==> config.mk <==
export PLATFORM = sky130hd
export DESIGN_NAME = ping_pong_buffer_flat
export DESIGN_NICKNAME = d
export VERILOG_FILES = /design/src/rtl/ping_pong_buffer_if.sv /design/src/rtl/ping_pong_buffer.sv /design/src/flat_wrapper.sv
export SDC_FILE = /design/constraint.sdc
export NUM_CORES = 1
export LEC_CHECK = 0
export BUFFER_PORTS_ARGS = -buffer_cell sky130_fd_sc_hd__buf_4
export CORE_MARGIN = 5
export CORE_UTILIZATION = 60
export CTS_BUF_LIST = sky130_fd_sc_hd__clkbuf_8
export DETAILED_ROUTE_END_ITERATION = 8
export HOLD_SLACK_MARGIN = 0.05
export PLACE_DENSITY = 0.79
export SLEW_MARGIN = 20
export SYNTH_ARGS = -nofsm -noshare
export SYNTH_HDL_FRONTEND = slang
export SYNTH_SLANG_ARGS = --single-unit
==> constraint.sdc <==
create_clock -name clk_100 -period 2.4 [get_ports clk_100]
set_input_delay 0.72 -clock clk_100 [delete_from_list [all_inputs] [get_ports clk_100]]
set_output_delay 0.72 -clock clk_100 [all_outputs]
set_load 0.03 [all_outputs]
==> src/rtl/ping_pong_buffer_if.sv <==
`default_nettype none
// +-----------------------------------------------------------------------+
// | ping_pong_buffer_if : run request and read-data bundle for the buffer  |
// | Revision 1.0                                                           |
// +-----------------------------------------------------------------------+
interface ping_pong_buffer_if;
  logic       start;
  logic [3:0] douta_b;
  logic [3:0] doutb_b;

  modport master (
    output start,
    input  douta_b,
    input  doutb_b
  );

  modport slave (
    input  start,
    output douta_b,
    output doutb_b
  );
endinterface
`default_nettype wire

==> src/rtl/ping_pong_buffer.sv <==
`default_nettype none
// +-----------------------------------------------------------------------+
// | ping_pong_buffer : self-fed 4-bit stream written alternately into two  |
// | DEPTH x 4 buffers while the other buffer is read out.  Revision 1.0    |
// +-----------------------------------------------------------------------+
module ping_pong_buffer #(
  parameter int DEPTH = 8
) (
  input  wire                     clk_100,
  input  wire                     rst,
  ping_pong_buffer_if.slave       bus
);

  localparam int AW = (DEPTH > 1) ? $clog2(DEPTH) : 1;

  localparam logic [1:0] ST_IDLE   = 2'd0;
  localparam logic [1:0] ST_FILL_A = 2'd1;
  localparam logic [1:0] ST_WB_RA  = 2'd2;
  localparam logic [1:0] ST_WA_RB  = 2'd3;

  logic [3:0]    mem_a [DEPTH];
  logic [3:0]    mem_b [DEPTH];

  logic [1:0]    state_q, state_d;
  logic [AW-1:0] cnt_q,   cnt_d;
  logic [3:0]    din_q,   din_d;
  logic [3:0]    douta_q, douta_d;
  logic [3:0]    doutb_q, doutb_d;
  logic          we_a, we_b;
  logic          last;

  assign last = (cnt_q == AW'(DEPTH - 1));

  always_comb begin
    state_d = state_q;
    cnt_d   = cnt_q;
    din_d   = din_q;
    douta_d = douta_q;
    doutb_d = doutb_q;
    we_a    = 1'b0;
    we_b    = 1'b0;

    if (state_q != ST_IDLE) begin
      cnt_d = last ? '0 : cnt_q + AW'(1);
      din_d = din_q + 4'd1;
    end

    case (state_q)
      ST_IDLE: begin
        if (bus.start) begin
          state_d = ST_FILL_A;
          cnt_d   = '0;
        end
      end
      ST_FILL_A: begin
        we_a = 1'b1;
        if (last) state_d = ST_WB_RA;
      end
      ST_WB_RA: begin
        we_b    = 1'b1;
        douta_d = mem_a[cnt_q];
        if (last) state_d = ST_WA_RB;
      end
      ST_WA_RB: begin
        we_a    = 1'b1;
        doutb_d = mem_b[cnt_q];
        if (last) state_d = ST_WB_RA;
      end
      default: state_d = ST_IDLE;
    endcase
  end

  always_ff @(posedge clk_100) begin
    if (!rst) begin
      state_q <= ST_IDLE;
      cnt_q   <= '0;
      din_q   <= 4'd0;
      douta_q <= 4'd0;
      doutb_q <= 4'd0;
    end else begin
      state_q <= state_d;
      cnt_q   <= cnt_d;
      din_q   <= din_d;
      douta_q <= douta_d;
      doutb_q <= doutb_d;
    end
  end

  // Storage has no reset so it maps onto plain RAM; writes are blocked while in reset.
  always_ff @(posedge clk_100) begin
    if (rst && we_a) mem_a[cnt_q] <= din_q;
    if (rst && we_b) mem_b[cnt_q] <= din_q;
  end

  assign bus.douta_b = douta_q;
  assign bus.doutb_b = doutb_q;

endmodule
`default_nettype wire

==> src/flat_wrapper.sv <==
// flat-port wrapper written by rule: the top's interface ports become plain ports
module ping_pong_buffer_flat 
#(
  parameter int DEPTH = 8
)
  (clk_100, rst, bus_start, bus_douta_b, bus_doutb_b);
  ping_pong_buffer_if bus_i ();
  input  wire clk_100;
  input  wire rst;
  input wire logic [$bits(bus_i.start)-1:0] bus_start;
  output wire logic [$bits(bus_i.douta_b)-1:0] bus_douta_b;
  output wire logic [$bits(bus_i.doutb_b)-1:0] bus_doutb_b;
  assign bus_i.start = bus_start;
  assign bus_douta_b = bus_i.douta_b;
  assign bus_doutb_b = bus_i.doutb_b;
  ping_pong_buffer #(.DEPTH(DEPTH)) u_core (.clk_100(clk_100), .rst(rst), .bus(bus_i));
endmodule
# Yosys cells after proc, flatten, opt, wreduce, memory -nomap -nowiden
# Memories as Yosys holds them, arrays and structs flattened. A register that Yosys moved wholly into a read port is not among the register bits.
# Cells that the tools add are included.
# word_totals
register_bits,9
latch_bits,0
ram_bits,64
rom_bits,0
wordCells,36
memories,2
# mem_list
memory,depth,width,rd,rd_clocked_by_memory_dff,wr,line,rtl
u_core.mem_a,8,4,1,1,1,ping_pong_buffer.sv:21,logic [3:0] mem_a [DEPTH];
u_core.mem_b,8,4,1,1,1,ping_pong_buffer.sv:22,logic [3:0] mem_b [DEPTH];
# op_classes
addsub,2
n_mul,0
n_div,0
n_lt_le_gt_ge,0
eq_ne,7
shift,0
muxes,14
bitwise_logic,0
reduce_logical,8
# op_table
operator,n
two-way mux 3 bit,4
two-way mux 1 bit,6
two-way mux 2 bit,3
case mux 2 bit (3 select lines),1
"adder 4 x 1 -> 4 bit, second input constant",1
"equality test 2 bit, second input constant",2
"!= test 2 x 1 -> 1 bit, second input constant",2
"adder 3 x 1 -> 3 bit, second input constant",1
"equality test 3 bit, second input constant",1
AND reduction 3 bit,1
"equality test 2 x 1 -> 1 bit, second input constant",1
logical AND 1 bit,2
logical NOT 1 bit,2
logical NOT 2 bit,1
"!= test 2 bit, second input constant",1
nonzero test 2 bit,1
OR reduction 2 bit,1

# Longest topological paths before layout
# logic_depth
word_depth,6
depth_mapped,6

# Least setup slack after synthesis
# No wires, ideal clock.
# synth_path
path_kind,input to register
startpoint,in rst
endpoint,"mem u_core.mem_b[0][0], enable pin"
setup_time_ps,377
arrival_ps,1590
required_ps,2023
path_slack_ps,433
cell_stages,3
path_buffers,1
path_cell_list,clkbuf_1 nand2_1 nor4_1
# synth_between
elab_chain_len,3
# synth_lines
element,line,rtl
from (decl),flat_wrapper.sv:9,input wire rst;
logical AND 1 bit,ping_pong_buffer.sv:92,if (rst && we_b) mem_b[cnt_q] <= din_q;
two-way mux 1 bit,ping_pong_buffer.sv:92,
two-way mux 1 bit (not written as such),ping_pong_buffer.sv:92,
to (decl),ping_pong_buffer.sv:22,
# Every way passes these cells.

==> metrics.md <==
| Metric | Value |
|---|---|
| Peak supply drop | approximately 360 uV |
| Die extent in y | between 80 and 90 um |
| CTS sink count | a little over 80 |
| Die area | 6995 um^2 |
| Setup TNS | 0 ns |
| Post-Route WL | around 6.7 mm |
| Area of the multi-input gates | 917.1 um^2 |
| Worst r2r path cells | 5 |
| Largest net degree at the start of global routing | 30 |
| Asr flop ratio synth | 0% |
| Layout cell share with drive strength beyond 1 | 16.73% |
| Synth warn | 0 |
| PwrDens | just over 700 nW/um^2 |
| Number of synthesized flops with an enable pin | 64 |
| MaxCap Viol Count | 0 |
| Hold path depth | 2 |
| Boundary Pins | 11 |
| Hold Startpoint | u_core.bus.douta_b[1]$_SDFFE_PN0N_ |
| CTS tree | yes |
| Clock root buffer | clkbuf_8 |
| Crit-path max FO | 16 |
| Starting Density | between 60% and 70% |
| Initial antenna violation count | 0 |
| FMAX | roughly 510 MHz |
| Crit path kind | register to register |
| Final setup viols | 0 |
| Flop and latch count out of synthesis | 81 |
| Commonest register cell after synthesis | edfxtp_1 |
| Resized cells post-CTS | 0 |
| Clock Latency Late Sink | about 0.34 ns |
| Clock Tree Buf Depth | 2 |
| Global-route wire length before repair | roughly 11 mm |
| Via/cell ratio | 6.275 |
| Crit end category | register |
| Layout Nets | 259 |
| Leakage power | 1.254 nW |
| Tcrit/Tclk final | between 80% and 90% |
| Commonest non-fill, non-tap cells in the layout | 64 x edfxtp_1, 24 x buf_4, 17 x dfxtp_1, 16 x nor2_1 |
| Critical path launch point type | register |
| CTS Buf Count | 9 |
| End of the worst register-to-register path | u_core.bus.douta_b[3]$_SDFFE_PN0N_ |
| Worst slew pin tran | between 0.6 and 0.7 ns |
| Area growth syn-to-layout | 11.46% |
| Via count | ~2100 |
| Commonest non-fill, non-tap cell in the layout | edfxtp_1 |
| Cells along the critical path | buf_4 > mux2_2 > a221o_1 > o21ai_0 > a31oi_1 |
| Filler cells | between 300 and 400 |
| Die width | 83.64 um |
| Register Area | ~2300 um^2 |
| RSZ-0062 raised after global routing | false |
| Avg Inst Size Synth | 14.02 um^2 |
| Ant. Diodes | 0 |
| Worst slew margin | a little under three fifths |
| Gr usage total | between 20% and 30% |
| Hold Crit Class | register to register |
| GP Congestion | 0.8367 |
| R2r startpoint | u_core.cnt_q[0]$_SDFF_PN0_ |
| Sequential element share of the synthesized area | a little over two thirds |
| FF-to-FF setup slack | roughly 0.45 ns |
| Final Max Slew Viols | 0 |
| Slowest cell on the critical path | dfxtp_1 |
| Post-cts hold buffer count | 0 |
| Smallest setup slack after layout | around 0.45 ns |
| Final Hold Viols | 0 |
| Remaining DRCs | 0 |
| Iteration-0 DRC count of the detailed router | between 300 and 400 |
| Post-CTS Setup Bufs | 0 |
| Tmin final | around 2.0 ns |
| DR WL/cell | 20.37 um |
| Pre-CTS setup slack | approximately 0.34 ns |
| Area of the core | 5172 um^2 |
| Cell area after synthesis | ~3300 um^2 |
| CP max stage delay | 0.72 ns |
| PortBufs | 10 |
| Layout Skew | between 0.006 and 0.007 ns |
| DR pass1 iterations | 5 |
| Clk slew on worst S/H paths | 0.07 ns |
| Antenna viol nets, final | 0 |
| Detailed placer's ending HPWL | between 4 and 5 mm |
| Status | finished, final reports clean |
| Max H-tree Level | 3 |
| Number of global-route vias before repair | 2040 |
| WP data arrival | ~2.2 ns |
| Row cnt | 26 |
| Post-synth net total | 238 |
| Yosys cell types | 41 |
| Grt ovf | 0 |
| Data required time of the worst path | about 2.6 ns |
| Hold path endpoint | u_core.bus.douta_b[1]$_SDFFE_PN0N_ |
| Syn Inst Count | around 230 |
==> power breakdown <==
part | switching [W] | total, W | internal (W)
sequential | 0.0000111 | 0.00153 | 0.00152
combinational | 0.0000703 | 0.000118 | 0.0000479
clock | 0.000453 | 0.000913 | 0.000461
==> cells in the mapped netlist, types with 4 or more instances <==
| cell type | n | area share [%] |
|---|---|---|
| edfxtp_1 | 64 | 59 |
| dfxtp_1 | 17 | 10 |
| nor2_1 | 16 | 1.8 |
| nand2_1 | 14 | 1.6 |
| o21ai_0 | 14 | 2.2 |
| mux2i_1 | 12 | 3.7 |
| buf_2 | 8 | 1.2 |
| nor3_1 | 8 | 1.2 |
| a21oi_1 | 6 | 0.92 |
| a31oi_1 | 5 | 0.96 |
| clkbuf_1 | 5 | 0.58 |
| mux2_2 | 5 | 1.7 |
| a221o_1 | 4 | 1.2 |
| a22oi_1 | 4 | 0.92 |
| and2_1 | 4 | 0.77 |
| nor2b_1 | 4 | 0.77 |
==> registers in the layout (all words and copies together) (netlist names) <==
register and count:
u_core.bus.douta_b 4, u_core.mem_b 32, u_core.din_q 4, u_core.mem_a 32, u_core.state_q 2, u_core.cnt_q 3, u_core.bus.doutb_b 4
==> per-layer routing <==
layer | track usage, % | wire length, um | up-vias
met5 | 0 | 0 | -
met2 | 31.31 | 3105 | 110
met3 | 3.949 | 535 | 18
met4 | 9.064 | 162 | 0
met1 | 28.43 | 2858 | 1002
li1 | - | - | 922
==> how the worst max path moves through the flow <==
| stage | depth (start not counted) | slack [ns] | to | from |
|---|---|---|---|---|
| after floorplan | 3 | 0.43 | u_core.mem_b[0][0]$_DFFE_PP_ | rst |
| after global placement | 3 | 0.44 | u_core.mem_a[2][1]$_DFFE_PP_ | rst |
| after detailed placement | 3 | 0.34 | u_core.mem_a[2][3]$_DFFE_PP_ | rst |
| after CTS | 5 | 0.50 | u_core.bus.douta_b[3]$_SDFFE_PN0N_ | u_core.cnt_q[0]$_SDFF_PN0_ |
| after global routing | 5 | 0.34 | u_core.bus.doutb_b[3]$_SDFFE_PN0N_ | u_core.cnt_q[2]$_SDFF_PN0_ |
| final | 5 | 0.45 | u_core.bus.douta_b[3]$_SDFFE_PN0N_ | u_core.cnt_q[0]$_SDFF_PN0_ |
==> cell type report <==
type	instances	share of cell area (%)
inverter	1	0.1035
tap	70	2.415
clock inverter	6	1.415
sequential	81	62.39
timing repair buffer	24	4.969
clock buffer	9	3.416
multi-input combinational	136	25.29
==> worst max-delay path, delay by kind of cell, from the launching register on <==
kind                   cells  cell delay [ns]
flip-flops                 1             0.72
AO/OA/AOI/OAI              3             0.52
multiplexers               1             0.34
buffers and inverters      1             0.26
==> stage by stage <==
| stage | power [W] | hold WS [ns] | utilization [%] | instances | instance area [um^2] |
|---|---|---|---|---|---|
| floorplan | 0.001636 | 0.4987 | - | 232 | 3253 |
| global placement | 0.001676 | 0.5125 | 66.72 | 312 | 3451 |
| detailed placement | 0.001680 | 0.5335 | 66.72 | 312 | 3451 |
| CTS | 0.002567 | 0.5542 | 70.10 | 327 | 3626 |
| global route | 0.002641 | 0.5775 | 70.10 | 327 | 3626 |
| finish | 0.002561 | 0.5594 | 70.10 | 327 | 3626 |
==> kinds of logic after synthesis <==
logic type	after synthesis	share of synthesized area, %
flip-flops	81	69.54
AND/OR/NAND/NOR	62	9.346
AO/OA/AOI/OAI	49	10.08
multiplexers	19	6.808
buffers and inverters	15	2.269
XOR/XNOR	3	0.8078
adder cells (fa/ha/maj)	3	1.154
(Power assumes the default switching activity.)
